File: config.mk
export PLATFORM = sky130hd
export DESIGN_NAME = math_wb_arbiter_flat
export DESIGN_NICKNAME = d
export VERILOG_FILES = /design/src/rtl/math_wb_if.sv /design/src/rtl/math_wb_arbiter.sv /design/src/flat_wrapper.sv
export SDC_FILE = /design/constraint.sdc
export NUM_CORES = 1
export LEC_CHECK = 0
export CORE_MARGIN = 10
export CORE_UTILIZATION = 45
export DETAILED_ROUTE_END_ITERATION = 10
export HOLD_SLACK_MARGIN = 0.05
export MAX_ROUTING_LAYER = met4
export PLACE_DENSITY = 0.8
export SYNTH_ARGS = -nofsm -noshare
export SYNTH_HDL_FRONTEND = slang
export SYNTH_SLANG_ARGS = --single-unit
File: constraint.sdc
create_clock -name core_clock_i -period 6.87 [get_ports core_clock_i]
set_clock_uncertainty 0.1 [all_clocks]
set_input_delay 1.374 -clock core_clock_i [delete_from_list [all_inputs] [get_ports core_clock_i]]
set_output_delay 1.374 -clock core_clock_i [all_outputs]
set_load 0.05 [all_outputs]
File: src/rtl/math_wb_if.sv
// Result-collector bus: ALU channel A, math-unit channel B, and the merged
// register-file / ROB completion outputs.
interface math_wb_if;
    logic [31:0] a_result_i;
    logic [4:0]  a_rob_i;
    logic [5:0]  a_dest_i;
    logic        a_valid_i;
    logic        a_wb_valid_i;
    logic [31:0] b_result_i;
    logic [4:0]  b_rob_i;
    logic [5:0]  b_dest_i;
    logic        b_valid_i;
    logic        b_ready_o;
    logic        issue_stall_o;
    logic        overflow_o;
    logic        rf_wr_en_o;
    logic [5:0]  rf_wr_addr_o;
    logic [31:0] rf_wr_data_o;
    logic        rob_done_o;
    logic [4:0]  rob_id_o;

    modport slave (
        input  a_result_i, a_rob_i, a_dest_i, a_valid_i, a_wb_valid_i,
        input  b_result_i, b_rob_i, b_dest_i, b_valid_i,
        output b_ready_o, issue_stall_o, overflow_o,
        output rf_wr_en_o, rf_wr_addr_o, rf_wr_data_o, rob_done_o, rob_id_o
    );

    modport master (
        output a_result_i, a_rob_i, a_dest_i, a_valid_i, a_wb_valid_i,
        output b_result_i, b_rob_i, b_dest_i, b_valid_i,
        input  b_ready_o, issue_stall_o, overflow_o,
        input  rf_wr_en_o, rf_wr_addr_o, rf_wr_data_o, rob_done_o, rob_id_o
    );
endinterface

File: src/rtl/math_wb_arbiter.sv
// Writeback collector: merges the non-stallable ALU stream (A, FIFO-buffered)
// with the valid/ready math-unit stream (B) onto one RF write / ROB completion port.
module math_wb_arbiter #(
    parameter int unsigned DEPTH      = 4,
    parameter int unsigned SKID       = 2,
    parameter int unsigned B_MAX_WAIT = 4
) (
    input  logic      core_clock_i,
    input  logic      core_reset_i,
    math_wb_if.slave  bus
);

    localparam int unsigned AW = $clog2(DEPTH);
    localparam int unsigned CW = $clog2(DEPTH + 1);
    localparam int unsigned WW = $clog2(B_MAX_WAIT + 1);

    typedef struct packed {
        logic [31:0] result;
        logic [4:0]  rob;
        logic [5:0]  dest;
        logic        wb;
    } entry_t;

    entry_t          mem_q [DEPTH];
    logic [AW-1:0]   wr_ptr_q, wr_ptr_d;
    logic [AW-1:0]   rd_ptr_q, rd_ptr_d;
    logic [CW-1:0]   count_q, count_d;
    logic [WW-1:0]   wait_q, wait_d;
    logic            overflow_q, overflow_d;

    logic            rob_done_q, rob_done_d;
    logic            rf_wr_en_q, rf_wr_en_d;
    logic [5:0]      rf_wr_addr_q, rf_wr_addr_d;
    logic [31:0]     rf_wr_data_q, rf_wr_data_d;
    logic [4:0]      rob_id_q, rob_id_d;

    entry_t          a_in, b_in, a_sel, win;
    logic            fifo_empty, fifo_full;
    logic            a_cand, grant_a, grant_b;
    logic            enq, deq, do_write;

    // Arbitration, FIFO control and next-state for every register
    always_comb begin
        a_in         = {bus.a_result_i, bus.a_rob_i, bus.a_dest_i, bus.a_wb_valid_i};
        b_in         = {bus.b_result_i, bus.b_rob_i, bus.b_dest_i, (bus.b_dest_i != 6'd0)};
        fifo_empty   = (count_q == CW'(0));
        fifo_full    = (count_q == CW'(DEPTH));
        a_sel        = fifo_empty ? a_in : mem_q[rd_ptr_q];
        a_cand       = !fifo_empty || bus.a_valid_i;
        grant_b      = bus.b_valid_i && (!a_cand || (wait_q == WW'(B_MAX_WAIT)));
        grant_a      = a_cand && !grant_b;
        win          = grant_b ? b_in : a_sel;

        // Bypass only when empty keeps A completions in arrival order
        enq          = bus.a_valid_i && !(fifo_empty && grant_a);
        deq          = !fifo_empty && grant_a;
        do_write     = enq && (!fifo_full || deq);

        wr_ptr_d     = do_write ? wr_ptr_q + AW'(1) : wr_ptr_q;
        rd_ptr_d     = deq ? rd_ptr_q + AW'(1) : rd_ptr_q;
        count_d      = count_q;
        if (do_write && !deq) begin
            count_d = count_q + CW'(1);
        end else if (!do_write && deq) begin
            count_d = count_q - CW'(1);
        end

        overflow_d   = overflow_q || (enq && fifo_full && !deq);

        wait_d       = wait_q;
        if (grant_b) begin
            wait_d = WW'(0);
        end else if (bus.b_valid_i && (wait_q != WW'(B_MAX_WAIT))) begin
            wait_d = wait_q + WW'(1);
        end

        rob_done_d   = grant_a || grant_b;
        rf_wr_en_d   = (grant_a || grant_b) && win.wb;
        rf_wr_addr_d = rf_wr_addr_q;
        rf_wr_data_d = rf_wr_data_q;
        rob_id_d     = rob_id_q;
        if (grant_a || grant_b) begin
            rf_wr_addr_d = win.dest;
            rf_wr_data_d = win.result;
            rob_id_d     = win.rob;
        end
    end

    always_ff @(posedge core_clock_i or posedge core_reset_i) begin
        if (core_reset_i) begin
            wr_ptr_q     <= '0;
            rd_ptr_q     <= '0;
            count_q      <= '0;
            wait_q       <= '0;
            overflow_q   <= 1'b0;
            rob_done_q   <= 1'b0;
            rf_wr_en_q   <= 1'b0;
            rf_wr_addr_q <= '0;
            rf_wr_data_q <= '0;
            rob_id_q     <= '0;
        end else begin
            wr_ptr_q     <= wr_ptr_d;
            rd_ptr_q     <= rd_ptr_d;
            count_q      <= count_d;
            wait_q       <= wait_d;
            overflow_q   <= overflow_d;
            rob_done_q   <= rob_done_d;
            rf_wr_en_q   <= rf_wr_en_d;
            rf_wr_addr_q <= rf_wr_addr_d;
            rf_wr_data_q <= rf_wr_data_d;
            rob_id_q     <= rob_id_d;
        end
    end

    // Storage needs no reset: validity is tracked by the pointers and count
    always_ff @(posedge core_clock_i) begin
        if (do_write) begin
            mem_q[wr_ptr_q] <= a_in;
        end
    end

    assign bus.b_ready_o     = grant_b;
    assign bus.issue_stall_o = (count_q >= CW'(DEPTH - SKID));
    assign bus.overflow_o    = overflow_q;
    assign bus.rob_done_o    = rob_done_q;
    assign bus.rf_wr_en_o    = rf_wr_en_q;
    assign bus.rf_wr_addr_o  = rf_wr_addr_q;
    assign bus.rf_wr_data_o  = rf_wr_data_q;
    assign bus.rob_id_o      = rob_id_q;

endmodule

File: src/flat_wrapper.sv
// flat-port wrapper written by rule: the top's interface ports become plain ports
module math_wb_arbiter_flat 
#(
    parameter int unsigned DEPTH      = 4,
    parameter int unsigned SKID       = 2,
    parameter int unsigned B_MAX_WAIT = 4
)
  (core_clock_i, core_reset_i, bus_a_result_i, bus_a_rob_i, bus_a_dest_i, bus_a_valid_i, bus_a_wb_valid_i, bus_b_result_i, bus_b_rob_i, bus_b_dest_i, bus_b_valid_i, bus_b_ready_o, bus_issue_stall_o, bus_overflow_o, bus_rf_wr_en_o, bus_rf_wr_addr_o, bus_rf_wr_data_o, bus_rob_done_o, bus_rob_id_o);
  math_wb_if bus_i ();
  input  logic core_clock_i;
  input  logic core_reset_i;
  input wire logic [$bits(bus_i.a_result_i)-1:0] bus_a_result_i;
  input wire logic [$bits(bus_i.a_rob_i)-1:0] bus_a_rob_i;
  input wire logic [$bits(bus_i.a_dest_i)-1:0] bus_a_dest_i;
  input wire logic [$bits(bus_i.a_valid_i)-1:0] bus_a_valid_i;
  input wire logic [$bits(bus_i.a_wb_valid_i)-1:0] bus_a_wb_valid_i;
  input wire logic [$bits(bus_i.b_result_i)-1:0] bus_b_result_i;
  input wire logic [$bits(bus_i.b_rob_i)-1:0] bus_b_rob_i;
  input wire logic [$bits(bus_i.b_dest_i)-1:0] bus_b_dest_i;
  input wire logic [$bits(bus_i.b_valid_i)-1:0] bus_b_valid_i;
  output wire logic [$bits(bus_i.b_ready_o)-1:0] bus_b_ready_o;
  output wire logic [$bits(bus_i.issue_stall_o)-1:0] bus_issue_stall_o;
  output wire logic [$bits(bus_i.overflow_o)-1:0] bus_overflow_o;
  output wire logic [$bits(bus_i.rf_wr_en_o)-1:0] bus_rf_wr_en_o;
  output wire logic [$bits(bus_i.rf_wr_addr_o)-1:0] bus_rf_wr_addr_o;
  output wire logic [$bits(bus_i.rf_wr_data_o)-1:0] bus_rf_wr_data_o;
  output wire logic [$bits(bus_i.rob_done_o)-1:0] bus_rob_done_o;
  output wire logic [$bits(bus_i.rob_id_o)-1:0] bus_rob_id_o;
  assign bus_i.a_result_i = bus_a_result_i;
  assign bus_i.a_rob_i = bus_a_rob_i;
  assign bus_i.a_dest_i = bus_a_dest_i;
  assign bus_i.a_valid_i = bus_a_valid_i;
  assign bus_i.a_wb_valid_i = bus_a_wb_valid_i;
  assign bus_i.b_result_i = bus_b_result_i;
  assign bus_i.b_rob_i = bus_b_rob_i;
  assign bus_i.b_dest_i = bus_b_dest_i;
  assign bus_i.b_valid_i = bus_b_valid_i;
  assign bus_b_ready_o = bus_i.b_ready_o;
  assign bus_issue_stall_o = bus_i.issue_stall_o;
  assign bus_overflow_o = bus_i.overflow_o;
  assign bus_rf_wr_en_o = bus_i.rf_wr_en_o;
  assign bus_rf_wr_addr_o = bus_i.rf_wr_addr_o;
  assign bus_rf_wr_data_o = bus_i.rf_wr_data_o;
  assign bus_rob_done_o = bus_i.rob_done_o;
  assign bus_rob_id_o = bus_i.rob_id_o;
  math_wb_arbiter #(.DEPTH(DEPTH), .SKID(SKID), .B_MAX_WAIT(B_MAX_WAIT)) u_core (.core_clock_i(core_clock_i), .core_reset_i(core_reset_i), .bus(bus_i));
endmodule
==> results of run 1 <==
==> area by class of cell <==
| class | instances | area [sq um] | share of cell area (%) |
|---|---|---|---|
| clock inverters | 6 | 30.0 | 0.250 |
| repair buffers | 149 | 1500 | 12.5 |
| flip-flops and latches | 232 | 6690 | 55.7 |
| well taps | 275 | 344 | 2.86 |
| multi-input cells | 263 | 2700 | 22.5 |
| clock buffers | 36 | 664 | 5.53 |
| inverters | 24 | 90.1 | 0.749 |
==> worst max-delay path: cells and delay by family <==
family	cells	cell delay, ps
buf+inv	4	1770
simple gates	1	140
compound gates	1	1010
==> per-layer routing <==
metal	GRT usage [%]	up-vias	routed length, um
li1	-	2572	-
met1	22.4	3123	10200
met2	27.5	266	11900
met3	3.29	28	1560
met4	3.93	0	384
met5	-	-	0
==> metrics by stage <==
stage | hold slack (ps) | power [mW] | instances
finish | 466 | 5.50 | 985
global route | 480 | 5.75 | 985
detailed placement | 429 | 4.36 | 943
CTS | 455 | 5.53 | 985
global placement | 435 | 4.27 | 943
floorplan | 425 | 3.65 | 567
==> state kept, by name, indices dropped and copies added (netlist names), 2 cells and up <==
| register | flops |
|---|---|
| u_core.bus.rf_wr_addr_o | 6 |
| u_core.wr_ptr_q | 2 |
| u_core.bus.rf_wr_data_o | 32 |
| u_core.mem_q | 176 |
| u_core.rd_ptr_q | 2 |
| u_core.wait_q | 3 |
| u_core.count_q | 3 |
| u_core.bus.rob_id_o | 5 |
==> layout by cell type, fill, tap and decap left out, drive strengths merged, types with 11 or more instances in the layout <==
| cell | count |
|---|---|
| edfxtp | 176 |
| clkdlybuf4s50 | 138 |
| dfrtp | 56 |
| mux4 | 44 |
| o221ai | 42 |
| clkbuf | 36 |
| nand2 | 35 |
| a31oi | 29 |
| a211oi | 28 |
| inv | 24 |
| nand3 | 17 |
| a32oi | 14 |
| buf | 11 |
==> worst max-delay path by stage <==
| stage | startpoint | end | cells after the start | slack, ps |
|---|---|---|---|---|
| floorplan | bus_b_valid_i | u_core.mem_q[0][0]$_DFFE_PP_ | 4 | 960 |
| global placement | bus_a_valid_i | bus_b_ready_o | 6 | 1210 |
| detailed placement | bus_a_valid_i | bus_b_ready_o | 6 | 1090 |
| CTS | bus_a_valid_i | bus_b_ready_o | 6 | 1120 |
| global route | bus_a_valid_i | bus_b_ready_o | 6 | 960 |
| finish | bus_a_valid_i | bus_b_ready_o | 6 | 1070 |
==> cell families after synthesis <==
group | synth area share [%]
DFF | 69.1
and+or+nand+nor | 3.79
buffers and inverters | 3.46
adders and majority gates | 1.11
muxes | 10.6
xor gates and xnor gates | 0.453
AOI/OAI and AO/OA | 11.5
==> report_power, final <==
group	total [mW]	leakage, nW	internal (mW)	switching, mW
registers	2.24	2.27	1.92	0.319
logic	2.10	1.48	0.862	1.23
clock network	1.16	0.340	0.663	0.497
==> impl_metrics.tcl, run 1 <==
set metrics [dict create \
    gpl.final_weighted_congestion 0.762 \
    slowest_stage "sky130_fd_sc_hd__o21ai_4" \
    async_reset_ff_share_pct 24.1 \
    max_cap_violations 0 \
    ys_top_cells_by_count "176 x sky130_fd_sc_hd__edfxtp_1, 56 x sky130_fd_sc_hd__dfrtp_1, 44 x sky130_fd_sc_hd__mux4_2" \
    tns_ps 0 \
    utilization_of_the_core_after_routing_pct 57.0 \
    tritoncts_num_sinks 232 \
    cts.hold.buffers_added 0 \
    yosysMostFrequentCell "sky130_fd_sc_hd__edfxtp_1" \
    final_nets 792 \
    cp_data_arrival_time_ps 4330 \
    cp_cell_sequence "clkdlybuf4s50_1, buf_4, nor4_1, o21ai_4, inv_1, clkdlybuf4s50_1" \
    clock_latency_ps 510 \
    cellLeakagePower_nw 4.09 \
    largest_cells_by_area_after_synthesis "sky130_fd_sc_hd__edfxtp_1 55%, sky130_fd_sc_hd__dfrtp_1 14%, sky130_fd_sc_hd__mux4_2 10%" \
    synth.lib_cells_used.distinct 46 \
    synth_nets 666 \
    finalCritPeriodShare_pct 84.5 \
    total_detailed_routing_wirelength_um 24100 \
    die_height_um 167 \
    cts.reportedPaths.clkPinSlew_ps 60 \
    dp_worst_setup_slack_ps 1090 \
    vias_per_cell 6.08 \
    worst_slack_ps 1070 \
    tightestPinTransition_ps 1280 \
    start_util_pct 45.9 \
    firstDrtPassIters 5 \
    regToRegSetupSlack_ps 3620 \
    hold_viol 0 \
    grt_max_degree 61 \
    final-max-slew-violation-count 0 \
    ant_nets_after_route 0 \
    clock_tree.buffer_depth 3 \
    globalRouteTotalUtil_pct 17.2 \
    post_cts_resize_count 0 \
    timing.reg2reg.worst_path_depth 8 \
    cts_root_buffer "sky130_fd_sc_hd__clkbuf_16" \
    whs_endpoint "u_core.bus.overflow_o$_DFF_PP0_" \
    hold_path.class "register to register" \
    tritoncts "done" \
    antenna_found_initial 0 \
    dr.first_iter.drc_count 556 \
    die_w_um 167 \
    worst-setup-path-type "primary input to primary output" \
    cp-start-kind "primary input" \
    dp_hpwl_um 15200 \
    synth_edf_count 176 \
    hold_depth 1 \
    placedInstanceArea_sq_um 11300 \
    synthDominantAreaCellType "sky130_fd_sc_hd__edfxtp_1" \
    synth_top_cell_area_share_pct 54.6 \
    cp_max_fo 43 \
    post_synth_instance_area_sq_um 9680 \
    min-delay-start "u_core.bus.overflow_o$_DFF_PP0_" \
    result_of_the_run "completed" \
    synth-warning-count 0 \
    overflow 0 \
    num-fill-cells 1560 \
    area_growth_pct 24.2 \
    worst_r2r_startpoint "u_core.count_q[2]$_DFFE_PP0P_" \
    max_stage_delay_ps 1010 \
    rsz0062_at_grt "false" \
    drive_above_1_share_pct 17.7 \
    cp-end-kind "primary output" \
    crit_required_ps 5400 \
    synth-seq-cells 232 \
    ctsHtreeMaxLevel 1 \
    synth_area_per_cell_sq_um 17.1 \
    grt_pass1_wl_um 37700 \
    most_common_cell_on_crit_path "sky130_fd_sc_hd__clkdlybuf4s50_1" \
    route.detailed.wl_per_inst_um 24.4 \
    cts_post_setup_buffers_inserted 0 \
    antenna_cells_inserted 0 \
    io_buffers 138 \
    share_of_the_yosys_chip_area_belonging_to_registers_pct 69.1 \
    relSlewSlack_pct 14.4 \
    ioPinCount 139 \
    timing.final.setup_violations 0 \
    cellPowerDensity_nw_per_um2 457 \
    rr_endpoint "u_core.count_q[2]$_DFFE_PP0P_" \
    core_area_sq_um 21100 \
    number_of_global_route_vias_before_repair 6351 \
    routed-via-count 5989 \
    route.detailed.drc 0 \
    floorplan.die_area_sq_um 27800 \
    postSynthCellCount 567 \
    fmax_mhz 172 \
    postSynth.topFlopCell "sky130_fd_sc_hd__edfxtp_1" \
    layout_min_cycle_time_ps 5800 \
    placement_rows 53 \
    layout.cell_area.non_filler_sq_um 12000 \
    cts_buffers 23 \
    worst_ir_drop_vdd_v 0.000313 \
]
Note: power is estimated with default switching activity, not from simulation.
==> run 2, diff against run 1 <==
==> constraint.sdc (replaced) <==
create_clock -name core_clock_i -period 5.7 [get_ports core_clock_i]
set_clock_uncertainty 0.1 [all_clocks]
set_input_delay 1.14 -clock core_clock_i [delete_from_list [all_inputs] [get_ports core_clock_i]]
set_output_delay 1.14 -clock core_clock_i [all_outputs]
set_load 0.05 [all_outputs]
==> run 2 against run 1 <==
  * Power is 24% higher
  * Wire length is 4.3% higher
  * Global-route usage is 0.60 points higher
  * Design area is 0.87% higher
  * Die area stayed put
  * Clock power is 35% higher
  * Sequential cell count stayed put
  * Hold slack worse by 5.8 ps
  * Count of clock-buffer cells in the layout is 10 lower
  * Via count is 1.2% higher
  * Combinational power is 20% higher
  * Critical path type unchanged
==> impl_metrics.tcl, run 2 (synthesis gave the netlist of run 1 again) <==
set metrics [dict create \
    result_of_the_run "completed" \
    vias_per_cell 6.15 \
    cp_cell_sequence "clkdlybuf4s50_1, buf_4, nor4_1, o21ai_4, inv_1, buf_12" \
    relSlewSlack_pct 17.0 \
    tns_ps 0 \
    cellLeakagePower_nw 4.14 \
    route.detailed.drc 0 \
    max_cap_violations 0 \
    ctsHtreeMaxLevel 1 \
    cts.hold.buffers_added 0 \
    cts_post_setup_buffers_inserted 0 \
    cp-start-kind "primary input" \
    utilization_of_the_core_after_routing_pct 57.5 \
    final_nets 792 \
    timing.hold.ws_ps 461 \
    worst_ir_drop_vdd_v 0.000345 \
    layout_min_cycle_time_ps 4940 \
    mostFrequentLayoutCells "176 x sky130_fd_sc_hd__edfxtp_1, 137 x sky130_fd_sc_hd__clkdlybuf4s50_1, 54 x sky130_fd_sc_hd__dfrtp_1, 44 x sky130_fd_sc_hd__mux4_2, 42 x sky130_fd_sc_hd__o221ai_1" \
    cts_buffers 22 \
    max_stage_delay_ps 970 \
    largest_register_ffs 176 \
    grt_pass1_wl_um 38800 \
    dp_hpwl_um 15600 \
    worst-setup-path-type "primary input to primary output" \
    overflow 0 \
    final-max-slew-violation-count 0 \
    hold_viol 0 \
    total_power_mw 6.80 \
    grt_max_degree 61 \
    mostFrequentLayoutCell "sky130_fd_sc_hd__edfxtp_1" \
    cp_max_fo 43 \
    globalRouteTotalUtil_pct 17.8 \
    fmax_mhz 203 \
    clock_latency_ps 510 \
    start_util_pct 45.9 \
    cts_root_buffer "sky130_fd_sc_hd__clkbuf_16" \
    core_area_sq_um 21100 \
    worst_r2r_startpoint "u_core.count_q[2]$_DFFE_PP0P_" \
    max_flop_register "u_core.mem_q" \
    number_of_global_route_vias_before_repair 6488 \
    route.detailed.wl_per_inst_um 25.5 \
    clock_tree.buffer_depth 3 \
    placement_rows 53 \
    io_buffers 138 \
    slowest_stage "sky130_fd_sc_hd__o21ai_4" \
    placedInstanceArea_sq_um 11300 \
    timing.final.setup_violations 0 \
    tritoncts_num_sinks 232 \
    layout.cell_area.non_filler_sq_um 12100 \
    timing.reg2reg.worst_path_depth 8 \
    routed-via-count 6061 \
    ant_nets_after_route 0 \
    rr_endpoint "u_core.count_q[2]$_DFFE_PP0P_" \
    cellPowerDensity_nw_per_um2 561 \
    finalCritPeriodShare_pct 86.6 \
    whs_endpoint "u_core.bus.overflow_o$_DFF_PP0_" \
    tritoncts "done" \
    floorplan.die_area_sq_um 27800 \
    regToRegSetupSlack_ps 2480 \
    total_detailed_routing_wirelength_um 25100 \
    rsz0062_at_grt "false" \
    die_height_um 167 \
    hold_depth 1 \
    drive_above_1_share_pct 19.2 \
    tightestPinTransition_ps 1240 \
    antenna_found_initial 2 \
    firstDrtPassIters 6 \
    hold_path.class "register to register" \
    dr.first_iter.drc_count 591 \
    crit_required_ps 4460 \
    ioPinCount 139 \
    cts.reportedPaths.clkPinSlew_ps 60 \
    cp_data_arrival_time_ps 3700 \
    min-delay-start "u_core.bus.overflow_o$_DFF_PP0_" \
    cp-end-kind "primary output" \
    area_growth_pct 25.3 \
    gpl.final_weighted_congestion 0.807 \
    post_cts_resize_count 0 \
    die_w_um 167 \
]
[run 2: changes by cell type in the layout (fill, tap and decap cells not counted), sizes merged]
cell / delta
buf: +2
bufinv: +4
clkbuf: -10
clkdlybuf4s50: -1
clkinvlp: +4
diode: +2
[run 2: worst max-delay path, delay by kind of cell]
family,cells,cell delay (ps)
AO/OA/AOI/OAI,1,970
buffers and inverters,4,1380
AND/OR/NAND/NOR,1,160
[run 2: metal layers]
layer,vias to the layer above,part of all wire [%],GRT usage (%)
li1,2576,-,-
met2,316,50,28.9
met5,-,0,-
met4,0,1.6,4.31
met3,38,6.3,3.27
met1,3131,42,22.8
[run 2: how the worst max path moves through the flow]
stage,cells past startpoint,endpoint,from
6_report,6,bus_b_ready_o,bus_a_valid_i
5_1_grt,6,bus_b_ready_o,bus_a_valid_i
4_1_cts,6,bus_b_ready_o,bus_a_valid_i
3_5_place_dp,6,bus_b_ready_o,bus_a_valid_i
3_3_place_gp,6,bus_b_ready_o,bus_a_valid_i
2_1_floorplan,4,u_core.mem_q[0][0]$_DFFE_PP_,bus_b_valid_i
[run 2: area by class of cell]
class,instances,area (sq um)
well taps,275,344
diodes,2,5.00
fillers,1549,8960
repair buffers,150,1510
multi-input cells,263,2700
clock buffers,26,607
clock inverters,14,183
flip-flops and latches,232,6690
inverters,24,90.1
[run 2: report_power, final]
group	internal, mW	switching, mW
registers	2.32	0.392
clock network	0.947	0.621
logic	1.04	1.49
total	4.30	2.50
[run 2: per-stage QoR]
step	setup slack [ps]	cells
after detailed placement	861	944
after floorplan	27.5	567
after global placement	937	944
after CTS	819	984
after global routing	693	986
final	765	986
==> run 3, diff against run 2 <==
--- a/config.mk
+++ b/config.mk
@@ -5,12 +5,13 @@
 export SDC_FILE = /design/constraint.sdc
 export NUM_CORES = 1
 export LEC_CHECK = 0
+export ABC_AREA = 1
 export CORE_MARGIN = 10
 export CORE_UTILIZATION = 45
 export DETAILED_ROUTE_END_ITERATION = 10
 export HOLD_SLACK_MARGIN = 0.05
-export MAX_ROUTING_LAYER = met4
-export PLACE_DENSITY = 0.8
+export PLACE_DENSITY = 0.79
+export SKIP_LAST_GASP = 1
 export SYNTH_ARGS = -nofsm -noshare
 export SYNTH_HDL_FRONTEND = slang
 export SYNTH_SLANG_ARGS = --single-unit
==> run 3 against run 2 <==
  * First-iteration DRC count up 12%
  * Combinational power up 19%
  * Utilization down 1.5 points
  * Via count up 33%
  * Count of clock-buffer cells in the layout up 5
  * Hold slack worse by 72 ps
  * Design area up 8.5%
  * Synthesized cell count up 110%
  * Area after synthesis up 11%
  * Wire length up 5.4%
  * Highest routed layer unchanged
==> impl_metrics.tcl, run 3 <==
set metrics [dict create \
    part_of_the_power_in_registers_pct 36.4 \
    worst_slack_ps 1240 \
    cp-start-kind "primary input" \
    overflow 0 \
    post_cts_resize_count 0 \
    cts_root_buffer "sky130_fd_sc_hd__clkbuf_16" \
    synth.lib_cells_used.distinct 30 \
    hold_path.class "register to register" \
    dp_hpwl_um 16200 \
    tritoncts "done" \
    share_of_the_yosys_chip_area_belonging_to_registers_pct 62.4 \
    dp_worst_setup_slack_ps 1020 \
    drive_above_1_share_pct 5.42 \
    total_detailed_routing_wirelength_um 26500 \
    cts_buffers 24 \
    crit_required_ps 4460 \
    postSynth.topFlopCell "sky130_fd_sc_hd__edfxtp_1" \
    tritoncts_num_sinks 232 \
    cts.hold.buffers_added 0 \
    synthAdderAreaFrac_pct 1.00 \
    mostFrequentLayoutCell "sky130_fd_sc_hd__nand2_1" \
    synth_simple_gate_area_share_pct 27.3 \
    placement_rows 56 \
    globalRouteTotalUtil_pct 17.2 \
    synthDominantAreaCellType "sky130_fd_sc_hd__edfxtp_1" \
    async_reset_ff_share_pct 24.1 \
    comb_power_share_pct 41.7 \
    relSlewSlack_pct 28.1 \
    tightestPinTransition_ps 1080 \
    slowest_stage "sky130_fd_sc_hd__clkdlybuf4s50_1" \
    synth_area_per_cell_sq_um 9.08 \
    max_flop_register "u_core.mem_q" \
    timing.final.setup_violations 0 \
    crit_path_start "bus_a_valid_i" \
    antenna_found_initial 0 \
    cp-end-kind "primary output" \
    yosys.area_share.xor_xnor_pct 0.327 \
    clock_latency_ps 510 \
    yosysMostFrequentCell "sky130_fd_sc_hd__nand2_1" \
    postSynthCellCount 1180 \
    rsz0062_at_grt "false" \
    synth_top_cell_area_share_pct 49.3 \
    die_height_um 174 \
    result_of_the_run "completed" \
    ys_top_cells_by_count "340 x sky130_fd_sc_hd__nand2_1, 212 x sky130_fd_sc_hd__nand3_1, 176 x sky130_fd_sc_hd__edfxtp_1" \
    worst_ir_drop_vdd_v 0.000319 \
    mostFrequentLayoutCells "340 x sky130_fd_sc_hd__nand2_1, 212 x sky130_fd_sc_hd__nand3_1, 176 x sky130_fd_sc_hd__edfxtp_1, 162 x sky130_fd_sc_hd__inv_1, 136 x sky130_fd_sc_hd__clkdlybuf4s50_1" \
    area_growth_pct 22.7 \
    antenna_cells_inserted 0 \
    worst-setup-path-type "primary input to primary output" \
    route.detailed.wl_per_inst_um 16.3 \
    finalCritPeriodShare_pct 78.3 \
    gpl.final_weighted_congestion 0.801 \
    final_nets 1391 \
    synth-compound-area-share_pct 0.373 \
    layout_min_cycle_time_ps 4460 \
    fmax_mhz 224 \
    largest_cells_by_area_after_synthesis "sky130_fd_sc_hd__edfxtp_1 49%, sky130_fd_sc_hd__dfrtp_1 13%, sky130_fd_sc_hd__nand2_1 12%" \
    grt_max_degree 90 \
    number_of_global_route_vias_before_repair 8207 \
    cp_max_fo 44 \
    dr.first_iter.drc_count 662 \
    die_w_um 174 \
    clock_tree.buffer_depth 3 \
    intPower_mw 4.25 \
    cellLeakagePower_nw 6.09 \
    timing.critical_path.buf_inv 5 \
    io_buffers 138 \
    synth_nets 1279 \
    post_synth_instance_area_sq_um 10700 \
    ctsHtreeMaxLevel 1 \
    kind_of_cell_adding_the_most_delay_to_the_critical_path "buffers and inverters" \
    cellPowerDensity_nw_per_um2 550 \
    cts.reportedPaths.clkPinSlew_ps 60 \
    cp_cell_sequence "clkdlybuf4s50_1, inv_2, nand3_1, nand2_2, buf_4, nand2_4, inv_1, buf_12" \
    ant_nets_after_route 0 \
    power_switching_mw 2.98 \
    ioPinCount 139 \
    firstDrtPassIters 5 \
    synth_edf_count 176 \
    clockPowerShare_pct 21.9 \
    worst_r2r_startpoint "u_core.wait_q[0]$_DFFE_PP0P_" \
    main_combinational_cell_family_by_area_after_synthesis "simple AND/OR/NAND/NOR gates" \
    start_util_pct 45.7 \
    route.detailed.drc 0 \
    max_stage_delay_ps 460 \
    floorplan.die_area_sq_um 30400 \
    min-delay-start "u_core.bus.overflow_o$_DFF_PP0_" \
    cp_data_arrival_time_ps 3220 \
    cts_post_setup_buffers_inserted 0 \
    synth-warning-count 0 \
    max_cap_violations 0 \
    largest_register_ffs 176 \
    switching_share_pct 41.2 \
    grt_pass1_wl_um 43100 \
    core_area_sq_um 23500 \
    routed-via-count 8061 \
    hold_viol 0 \
    final-max-slew-violation-count 0 \
    tns_ps 0 \
    vias_per_cell 4.95 \
    synth-seq-cells 232 \
    timing.hold.ws_ps 388 \
    synth.mux.area_fraction_pct 0 \
]
## run 3: cell families (layout without fill, tap and decap cells)
logic type	count (synthesis)	after routing
AND/OR/NAND/NOR	698	698
flip-flops	232	232
buffers and inverters	231	361
adder cells (fa/ha/maj)	8	8
AO/OA/AOI/OAI	7	7
XOR/XNOR	4	4
## run 3: cell type report
type | count | area [sq um]
Inverter | 168 | 634
Multi-Input combinational cell | 717 | 3140
Tap cell | 319 | 399
Clock buffer | 31 | 688
Sequential cell | 232 | 6690
Clock inverter | 13 | 118
Fill cell | 1948 | 10300
Timing Repair Buffer | 149 | 1480
## run 3: routing by layer
metal | up-vias | routed length (um) | global-route usage (%) | part of all wire (%)
li1 | 3974 | - | - | -
met1 | 3787 | 10800 | 20.5 | 41
met2 | 251 | 13600 | 30.6 | 51
met3 | 49 | 1500 | 2.99 | 5.7
met4 | 0 | 595 | 5.56 | 2.2
met5 | - | 0 | 0 | 0
## run 3: through the flow
| step | utilization, % | instance area [sq um] | instances | power, mW |
|---|---|---|---|---|
| 2_1_floorplan | - | 10700 | 1180 | 4.75 |
| 3_3_place_gp | 52.6 | 12300 | 1585 | 5.61 |
| 3_5_place_dp | 52.6 | 12300 | 1585 | 5.70 |
| 4_1_cts | 56.0 | 13200 | 1629 | 7.29 |
| 5_1_grt | 56.0 | 13200 | 1629 | 7.73 |
| 6_report | 56.0 | 13200 | 1629 | 7.23 |
## run 3: path summary, 6_finish.rpt
path,to,slack [ps],depth (start not counted)
min in group asynchronous,u_core.bus.rf_wr_en_o$_DFF_PP0_,1070,3
min reg2reg,u_core.bus.overflow_o$_DFF_PP0_,390,1
max reg2reg,u_core.count_q[2]$_DFFE_PP0P_,2100,16
max in group asynchronous,u_core.rd_ptr_q[0]$_DFFE_PP0N_,3850,3
max,bus_b_ready_o,1240,8
min,u_core.bus.overflow_o$_DFF_PP0_,390,1
## run 3: power groups by stage
stage	sequential [mW]	combinational [mW]	clock, mW
after floorplan	3.08	1.67	0
after global placement	2.65	2.96	0
after detailed placement	2.67	3.03	0
after CTS	2.64	3.05	1.61
after global routing	2.69	3.36	1.67
final	2.63	3.02	1.58
